$ cat config.mk
export PLATFORM = sky130hd
export DESIGN_NAME = rx_fifo_param_flat
export DESIGN_NICKNAME = d
export VERILOG_FILES = /design/src/rtl/rx_fifo_param_if.sv /design/src/rtl/rx_fifo_param.sv /design/src/flat_wrapper.sv
export SDC_FILE = /design/constraint.sdc
export NUM_CORES = 1
export LEC_CHECK = 0
export ABC_CLOCK_PERIOD_IN_PS = 3000
export BUFFER_PORTS_ARGS = -buffer_cell sky130_fd_sc_hd__buf_2
export CELL_PAD_IN_SITES_DETAIL_PLACEMENT = 0
export CELL_PAD_IN_SITES_GLOBAL_PLACEMENT = 1
export CORE_MARGIN = 10
export CORE_UTILIZATION = 49
export DETAILED_ROUTE_END_ITERATION = 8
export PLACE_DENSITY_LB_ADDON = 0.1
export SLEW_MARGIN = 5
export SYNTH_ARGS = -nofsm -noshare
export SYNTH_HDL_FRONTEND = slang
export SYNTH_SLANG_ARGS = --single-unit
$ cat constraint.sdc
create_clock -name clk -period 3 [get_ports clk]
set_input_delay 0.6 -clock clk [delete_from_list [all_inputs] [get_ports clk]]
set_output_delay 0.6 -clock clk [all_outputs]
set_load 0.02 [all_outputs]
$ cat src/rtl/rx_fifo_param_if.sv
// Handshake bundle between the receive FIFO and its neighbours.
//   master : writer/reader side (drives requests and write data)
//   slave  : FIFO side (drives head data, occupancy and flags)
// Ports carried:
//   flush, clear_err, w_enable, w_data, r_enable      master -> slave
//   r_data, empty, full, almost_empty, almost_full,
//   count, overflow_err, underflow_err                slave  -> master
interface rx_fifo_param_if #(
  parameter int DATA_WIDTH = 8,
  parameter int DEPTH      = 8
);
  localparam int CW = $clog2(DEPTH) + 1;

  logic                  flush;
  logic                  clear_err;
  logic                  w_enable;
  logic [DATA_WIDTH-1:0] w_data;
  logic                  r_enable;
  logic [DATA_WIDTH-1:0] r_data;
  logic                  empty;
  logic                  full;
  logic                  almost_empty;
  logic                  almost_full;
  logic [CW-1:0]         count;
  logic                  overflow_err;
  logic                  underflow_err;

  modport master (
    output flush, clear_err, w_enable, w_data, r_enable,
    input  r_data, empty, full, almost_empty, almost_full, count,
           overflow_err, underflow_err
  );

  modport slave (
    input  flush, clear_err, w_enable, w_data, r_enable,
    output r_data, empty, full, almost_empty, almost_full, count,
           overflow_err, underflow_err
  );
endinterface

$ cat src/rtl/rx_fifo_param.sv
// Parametrised single-clock receive FIFO with first-word-fall-through head,
// occupancy count, almost-full/almost-empty flags, synchronous flush and
// sticky overflow/underflow error flags.
// Ports:
//   clk   : system clock, all state updates on the rising edge
//   n_rst : synchronous active-low reset (highest priority)
//   bus   : rx_fifo_param_if.slave (requests in, data/flags out)
module rx_fifo_param #(
  parameter int DATA_WIDTH = 8,
  parameter int DEPTH      = 8,
  parameter int AF_LEVEL   = 6,
  parameter int AE_LEVEL   = 1
) (
  input logic          clk,
  input logic          n_rst,
  rx_fifo_param_if.slave bus
);
  localparam int AW = $clog2(DEPTH);
  localparam int CW = AW + 1;

  if (DEPTH < 2 || (DEPTH & (DEPTH - 1)) != 0) begin : g_bad_depth
    $error("rx_fifo_param: DEPTH must be a power of two >= 2");
  end
  if (AF_LEVEL < 1 || AF_LEVEL > DEPTH) begin : g_bad_af
    $error("rx_fifo_param: AF_LEVEL out of range 1..DEPTH");
  end
  if (AE_LEVEL < 0 || AE_LEVEL > DEPTH - 1) begin : g_bad_ae
    $error("rx_fifo_param: AE_LEVEL out of range 0..DEPTH-1");
  end

  logic [DATA_WIDTH-1:0] mem [DEPTH];
  logic [AW-1:0]         wptr;
  logic [AW-1:0]         rptr;
  logic [CW-1:0]         cnt;
  logic [CW-1:0]         cnt_nxt;
  logic                  empty_q;
  logic                  full_q;
  logic                  ae_q;
  logic                  af_q;
  logic                  ovf_q;
  logic                  unf_q;
  logic                  do_wr;
  logic                  do_rd;
  logic                  ovf_evt;
  logic                  unf_evt;

  // A write into a full FIFO is accepted only when a read frees a slot
  // in the same edge.
  assign do_wr   = bus.w_enable & (~full_q | bus.r_enable);
  assign do_rd   = bus.r_enable & ~empty_q;
  assign cnt_nxt = cnt + CW'(do_wr) - CW'(do_rd);

  // Requests in a flush cycle are ignored, so they raise no errors either.
  assign ovf_evt = ~bus.flush & bus.w_enable & full_q & ~bus.r_enable;
  assign unf_evt = ~bus.flush & bus.r_enable & empty_q;

  always_ff @(posedge clk) begin
    if (!n_rst) begin
      wptr    <= '0;
      rptr    <= '0;
      cnt     <= '0;
      empty_q <= 1'b1;
      full_q  <= 1'b0;
      ae_q    <= 1'b1;
      af_q    <= 1'b0;
      ovf_q   <= 1'b0;
      unf_q   <= 1'b0;
    end else begin
      if (bus.flush) begin
        wptr    <= '0;
        rptr    <= '0;
        cnt     <= '0;
        empty_q <= 1'b1;
        full_q  <= 1'b0;
        ae_q    <= 1'b1;
        af_q    <= 1'b0;
      end else begin
        if (do_wr) wptr <= wptr + 1'b1;
        if (do_rd) rptr <= rptr + 1'b1;
        cnt     <= cnt_nxt;
        empty_q <= (cnt_nxt == '0);
        full_q  <= (cnt_nxt == CW'(DEPTH));
        ae_q    <= (cnt_nxt <= CW'(AE_LEVEL));
        af_q    <= (cnt_nxt >= CW'(AF_LEVEL));
      end
      // A new error event outranks clear_err in the same cycle.
      ovf_q <= (ovf_q & ~bus.clear_err) | ovf_evt;
      unf_q <= (unf_q & ~bus.clear_err) | unf_evt;
    end
  end

  // Storage array is intentionally not reset.
  always_ff @(posedge clk) begin
    if (n_rst && !bus.flush && do_wr) mem[wptr] <= bus.w_data;
  end

  assign bus.r_data        = empty_q ? '0 : mem[rptr];
  assign bus.empty         = empty_q;
  assign bus.full          = full_q;
  assign bus.almost_empty  = ae_q;
  assign bus.almost_full   = af_q;
  assign bus.count         = cnt;
  assign bus.overflow_err  = ovf_q;
  assign bus.underflow_err = unf_q;
endmodule

$ cat src/flat_wrapper.sv
// flat-port wrapper written by rule: the top's interface ports become plain ports
module rx_fifo_param_flat 
#(
  parameter int DATA_WIDTH = 8,
  parameter int DEPTH      = 8,
  parameter int AF_LEVEL   = 6,
  parameter int AE_LEVEL   = 1
)
  (clk, n_rst, bus_flush, bus_clear_err, bus_w_enable, bus_w_data, bus_r_enable, bus_r_data, bus_empty, bus_full, bus_almost_empty, bus_almost_full, bus_count, bus_overflow_err, bus_underflow_err);
  rx_fifo_param_if #(.DATA_WIDTH(DATA_WIDTH), .DEPTH(DEPTH)) bus_i ();
  input logic clk;
  input logic n_rst;
  input wire logic [$bits(bus_i.flush)-1:0] bus_flush;
  input wire logic [$bits(bus_i.clear_err)-1:0] bus_clear_err;
  input wire logic [$bits(bus_i.w_enable)-1:0] bus_w_enable;
  input wire logic [$bits(bus_i.w_data)-1:0] bus_w_data;
  input wire logic [$bits(bus_i.r_enable)-1:0] bus_r_enable;
  output wire logic [$bits(bus_i.r_data)-1:0] bus_r_data;
  output wire logic [$bits(bus_i.empty)-1:0] bus_empty;
  output wire logic [$bits(bus_i.full)-1:0] bus_full;
  output wire logic [$bits(bus_i.almost_empty)-1:0] bus_almost_empty;
  output wire logic [$bits(bus_i.almost_full)-1:0] bus_almost_full;
  output wire logic [$bits(bus_i.count)-1:0] bus_count;
  output wire logic [$bits(bus_i.overflow_err)-1:0] bus_overflow_err;
  output wire logic [$bits(bus_i.underflow_err)-1:0] bus_underflow_err;
  assign bus_i.flush = bus_flush;
  assign bus_i.clear_err = bus_clear_err;
  assign bus_i.w_enable = bus_w_enable;
  assign bus_i.w_data = bus_w_data;
  assign bus_i.r_enable = bus_r_enable;
  assign bus_r_data = bus_i.r_data;
  assign bus_empty = bus_i.empty;
  assign bus_full = bus_i.full;
  assign bus_almost_empty = bus_i.almost_empty;
  assign bus_almost_full = bus_i.almost_full;
  assign bus_count = bus_i.count;
  assign bus_overflow_err = bus_i.overflow_err;
  assign bus_underflow_err = bus_i.underflow_err;
  rx_fifo_param #(.DATA_WIDTH(DATA_WIDTH), .DEPTH(DEPTH), .AF_LEVEL(AF_LEVEL), .AE_LEVEL(AE_LEVEL)) u_core (.clk(clk), .n_rst(n_rst), .bus(bus_i));
endmodule
**After elaboration in Yosys (flattened, before gate mapping)**

Memories as Yosys holds them, arrays and structs flattened. A register that Yosys moved wholly into a read port is not among the register bits.
Index checks and enable logic that the tools add are counted.

- Bitwise operators: 18
- Order comparisons: 2
- Shifts and indexed selects: 0
- Equal/unequal tests: 1
- $add $sub $neg: 4
- Divide/modulo/power cells: 0
- Reduce and logical (&&, ||, !) cells: 5
- Multiplexer cells: 5
- Multipliers: 0

Operators by type and width:

| kind | count |
|---|---|
| $and A1 B1 Y1 | 9 |
| $mux W8 | 1 |
| $add A3 B1 Y3 const B | 2 |
| $mux W3 | 2 |
| $not A1 Y1 | 6 |
| $add A4 B1 Y4 | 1 |
| $eq A4 B4 Y1 const B | 1 |
| $ge A4 B3 Y1 const B | 1 |
| $le A4 B1 Y1 const B | 1 |
| $logic_not A4 Y1 | 1 |
| $sub A4 B1 Y4 | 1 |
| $or A1 B1 Y1 | 3 |
| $logic_and A1 B1 Y1 | 2 |
| $mux W1 | 2 |
| $reduce_or A2 Y1 | 1 |
| $logic_not A1 Y1 | 1 |

- Bits in writable memories: 64
- Word-level logic and storage cells: 45
- Output and inout port bits: 18
- Memories: 1
- Bits in registers: 16
- Latch bits: 0
- Bits in read-only memories: 0
- Input port bits: 14

Memory list:

| memory | words | bits a word | rd ports | clocked after memory_dff | write ports | line | source |
|---|---|---|---|---|---|---|---|
| u_core.mem | 8 | 8 | 1 | 1 | 1 | rx_fifo_param.sv:31 | `logic [DATA_WIDTH-1:0] mem [DEPTH];` |

**Longest topological paths before layout**

- Depth after elaboration: 6
- Depth in mapped cells: 9
- Gate-level depth less buffers: 9

**Worst setup path before layout**

No wires, ideal clock.

- Path kind: input to register
- Start point: in bus_r_enable
- End point: reg u_core.empty_q (netlist: u_core.bus.empty)
- Buffers on the path: 0
- Arrival time: 2,296 ps
- Slack: 589 ps
- Data required time: 2,884 ps
- Library setup time: 116 ps
- Stages on the path: 9
- Path through: nor2b_1 ha_1 inv_1 ha_1 inv_1 fa_1 xor2_1 a31o_2 and3_1

- Word-level cells in the longest chain between the ends: 5
- Elaborated cells between the ends (all ways): 6
- Those cells by class: add/sub (2); bitwise (3); reduce/logical (1)

Ends and longest elaborated chain:

| element | line | source |
|---|---|---|
| start: declaration | flat_wrapper.sv:17 | `input wire logic [$bits(bus_i.r_enable)-1:0] bus_r_enable;` |
| $or A1 B1 Y1 | rx_fifo_param.sv:49 | `assign do_wr = bus.w_enable & (~full_q \| bus.r_enable);` |
| $and A1 B1 Y1 | rx_fifo_param.sv:49 |  |
| $add A4 B1 Y4 | rx_fifo_param.sv:51 | `assign cnt_nxt = cnt + CW'(do_wr) - CW'(do_rd);` |
| $sub A4 B1 Y4 * | rx_fifo_param.sv:51 |  |
| $logic_not A4 Y1 * | rx_fifo_param.sv:81 | `empty_q <= (cnt_nxt == '0);` |
| end signal: assignment | rx_fifo_param.sv:81 |  |
| end: declaration | rx_fifo_param.sv:36 | `logic empty_q;` |

Every way passes the cells marked *; elsewhere a longest branch is shown, timed or not.
A chain may end at the register's enable or synchronous reset.

==> out/metrics.sh <==
STATUS='complete, no violations'
NETLIST_INSTANCES=193
NUM_ANTENNA_CELLS=0
FF_LATCH_AREA_MM2=0.00230
FINISH.INSTANCE_AREA_MM2=0.00376
GRT-BUSIEST-LAYER='met2'
DIE_AREA_MM2=0.0104
CLOCK_SINKS=83
WORST_R2R_SRC='u_core.bus.empty$_SDFF_PP1_'
CLKSLEWWORSTSETUPHOLDPATHS_NS=0.08
GRT_UTIL_MET1_PCT=13.5
CTS_HTREE_LEVELS=3
CTS_ROOT_BUFFER='clkbuf_8'
SYNTH.YOSYS.SEQ_AREA_SHARE_PCT=69.9
ANTENNA_VIOLATING_NETS_LEFT=0
GRT_UTIL_ALL_LAYERS_PCT=12.2
LEADING_CELL_TYPES_BY_TOTAL_AREA_AFTER_SYNTHESIS='edfxtp_1, dfxtp_1, mux4_2, mux4_1, ha_1'
INITIAL_ANTENNA_VIOLATION_COUNT=0
POST_DRT_VIA_CELL_RATIO=5.53
POST_SYNTH_FA_HA_MAJ_AREA_FRACTION_PCT=2.89
YOSYS_WARNINGS=0
HOLD_VIOL=0
GRT.OVERFLOW.TOTAL=0
CHIP_WIDTH_UM=102
INITIAL_CORE_UTIL_PCT=51.0
PLACEDCELLCOUNT=305
ROUTED_WIRE_LENGTH_UM=5990
LEAKAGE_nW=1.34
TIMING.CRITICAL_PATH.TO_TYPE='primary output'
WORSTPATHMAXFANOUT=16
FLOORPLAN.CORE_AREA_MM2=0.00646
GRT.MET2_USAGE_PCT=21.6
FINAL-SETUP-VIOL-COUNT=0
SYNTH_SIMPLE_GATE_AREA_SHARE_PCT=6.38
SYNTHDOMINANTAREACELLTYPE='edfxtp_1'
TIMING.RR.END='u_core.bus.empty$_SDFF_PP1_'
SYNTH-EDFF-COUNT=64
GRT_FIRST_PASS_WIRELENGTH_UM=9430
MAXCLOCKFREQUENCY_MHz=392
DESIGN.PORTCOUNT=32
CRIT_ARRIVAL_NS=1.95
POST_DRT_WL_PER_CELL_UM=18.7
SYN-CELL-AREA_MM2=0.00330
CTS.HOLD.BUFFERS_ADDED=0
SYNTH-ASYNC-RESET-RATIO_PCT=0
WHS_PATH_DEPTH=2
HOLD_END='u_core.bus.overflow_err$_SDFF_PN0_'
TIGHTEST_SLEW_NS=0.763
SYNTHDISTINCTLIBCELLS=39
WORSTPATHREQUIRED_NS=2.40
CLKLATENCYLATEPIN_NS=0.33
CTS_TREE='built'
DRT-PASS1-ITER-COUNT=5
FINAL.FILL_COUNT=507
GRT_PASS1_VIAS=1914
CLOCK-SKEW-FINAL_NS=0.00636
DRT-INITIAL-DRC-COUNT=76
WORSTHOLDPATHTYPE='in2reg'
GRT_START_MAX_NET_PINS=17
RSZ0062_AT_GRT='no'
TIMING.REG2REG.SETUP_SLACK_NS=0.67
POST_LAYOUT_NONFILLER_INSTANCES=321
CRITICAL_PATH.STARTPOINT_TYPE='register'
CTS-BUFFERS-INSERTED=9
CRITICALPATHCATEGORY='reg2out'
COMPOUND_GATE_FRACTION_OF_SYNTH_AREA_PCT=4.97
YOSYS_REGISTER_BITS=83
SYNTH_TOP_FAMILY_BY_AREA='multiplexers'
WORST-R2R-CELL-COUNT=9
VIA_COUNT=1776
POWER.DENSITY_CELL_AREA_mW_PER_MM2=637
USE_MET3_PCT=3.04
ROWS=29
IR_WORST_VDD_uV=309
AREA_GROWTH_PCT=14.2
GP_CONGESTION=0.869
MULTI_INPUT_AREA_UM2=897
YOSYS-MUX-AREA-FRACTION_PCT=11.9
CLOCK_TREE.BUFFER_DEPTH=2
FINAL_MAX_SLEW_VIOL_COUNT=0
LAYOUT_NET_COUNT=260
AVGSYNTHCELLAREA_UM2=17.1
DETAIL_ROUTE.DRC_VIOLATIONS=0
POST_CTS.REPAIR.SETUP_BUFFERS=0
MAXCAP_VIOLATIONS=0
SETUP_TNS_NS=0
DIE-HEIGHT_UM=102
FINALWORSTPATHREQUIREDPERIOD_NS=2.55
PLACEDINSTANCEAREA_MM2=0.00358
PORTBUFFERS=31
YOSYS.AREA.TOP_TYPE_SHARE_PCT=58.3
POST_SYNTH_XOR_AREA_FRACTION_PCT=1.06
POST_ROUTE_CELLS_DRIVE_ABOVE_1_SHARE_PCT=27.5
MOST_FREQUENTLY_USED_FLOP_MASTER_AFTER_SYNTHESIS='edfxtp_1'
POST-ROUTE-PERIOD-UTIL_PCT=85.0
DETAILEDPLACEMENTHPWL_UM=4240
SYNTH.NET_COUNT=214
SLEW-LIMIT-HEADROOM_PCT=49.0
HOLD_PATH_STARTPOINT='n_rst'
CTS_REPAIR_RESIZE_COUNT=0
-- Yosys cell counts (all sizes together), types with 4 or more instances --
| master | count |
|---|---|
| edfxtp | 64 |
| a22o | 8 |
| mux4 | 16 |
| ha | 6 |
| buf | 6 |
| nor2b | 4 |
| a21oi | 4 |
| dfxtp | 19 |
| nand2 | 4 |
| nand3 | 4 |
| nor2 | 13 |
| inv | 11 |
-- placed cells by master, fill, tap and decap left out, drive strengths merged, types with 4 or more instances in the layout --
cell type  instances
nand3              4
nor2              13
nor2b              4
mux4              16
edfxtp            64
a21oi              4
a22o               8
inv               11
clkinv             5
nand2              4
clkbuf             9
ha                 6
buf               43
dfxtp             19
-- how the worst max path moves through the flow --
| stage | from | end | slack (ns) | cells after the start |
|---|---|---|---|---|
| after detailed placement | bus_r_enable | u_core.bus.empty$_SDFF_PP1_ | 0.31 | 10 |
| final | register | bus_r_data[4] | 0.45 | 4 |
| after floorplan | bus_r_enable | u_core.bus.empty$_SDFF_PP1_ | 0.59 | 9 |
| after global placement | bus_r_enable | u_core.bus.empty$_SDFF_PP1_ | 0.38 | 10 |
| after CTS | register | bus_r_data[1] | 0.41 | 4 |
| after global routing | register | bus_r_data[4] | 0.35 | 4 |
-- cell type report --
class,count,area share (%)
repair buffers,43,6.51
multi-input cells,91,23.8
flip-flops and latches,83,61.1
inverters,11,1.10
clock inverters,7,1.56
clock buffers,9,3.29
well taps,77,2.56
-- worst max-delay path: stages, from the launching register on --
cell and delay (ns):
dfxtp_1 0.31, buf_4 0.29, mux4_1 0.60, a22o_1 0.24
buf_2 0.16
-- sequential cells by signal, indices dropped and copies added, names as in the netlist, named ones only --
name and cells:
u_core.wptr 3, u_core.bus.count 4, u_core.bus.overflow_err 1, u_core.bus.empty 1, u_core.bus.full 1, u_core.rptr 3
u_core.mem 64, u_core.bus.underflow_err 1, u_core.bus.almost_empty 1, u_core.bus.almost_full 1
-- metrics by stage --
step | setup slack, ns | hold slack [ns] | power [W] | utilization, %
CTS | 0.407 | 0.499 | 0.00243 | 58.3
detailed placement | 0.314 | 0.517 | 0.00170 | 55.5
global route | 0.349 | 0.519 | 0.00251 | 58.3
floorplan | 0.589 | 0.461 | 0.00158 | -
finish | 0.450 | 0.512 | 0.00240 | 58.3
global placement | 0.381 | 0.471 | 0.00169 | 55.5
-- report_power, final --
part | switching [W] | internal (W) | leakage, nW
Combinational | 0.000226 | 0.000144 | 0.515
Clock | 0.000358 | 0.000373 | 0.0915
Sequential | 0.0000252 | 0.00127 | 0.731
Total | 0.000608 | 0.00179 | 1.34
-- cell families after synthesis --
kind of cell / count (synthesis)
AOI/OAI and AO/OA: 22
DFF: 83
xor gates and xnor gates: 4
and+or+nand+nor: 41
buffers and inverters: 19
adders and majority gates: 7
muxes: 17
-- metal layers --
layer | part of all wire (%) | up-vias
met5 | 0 | -
met4 | 0.93 | 0
met3 | 4.9 | 6
met2 | 54 | 46
li1 | - | 852
met1 | 41 | 872
No activity file was read; power rests on OpenSTA's default activity.
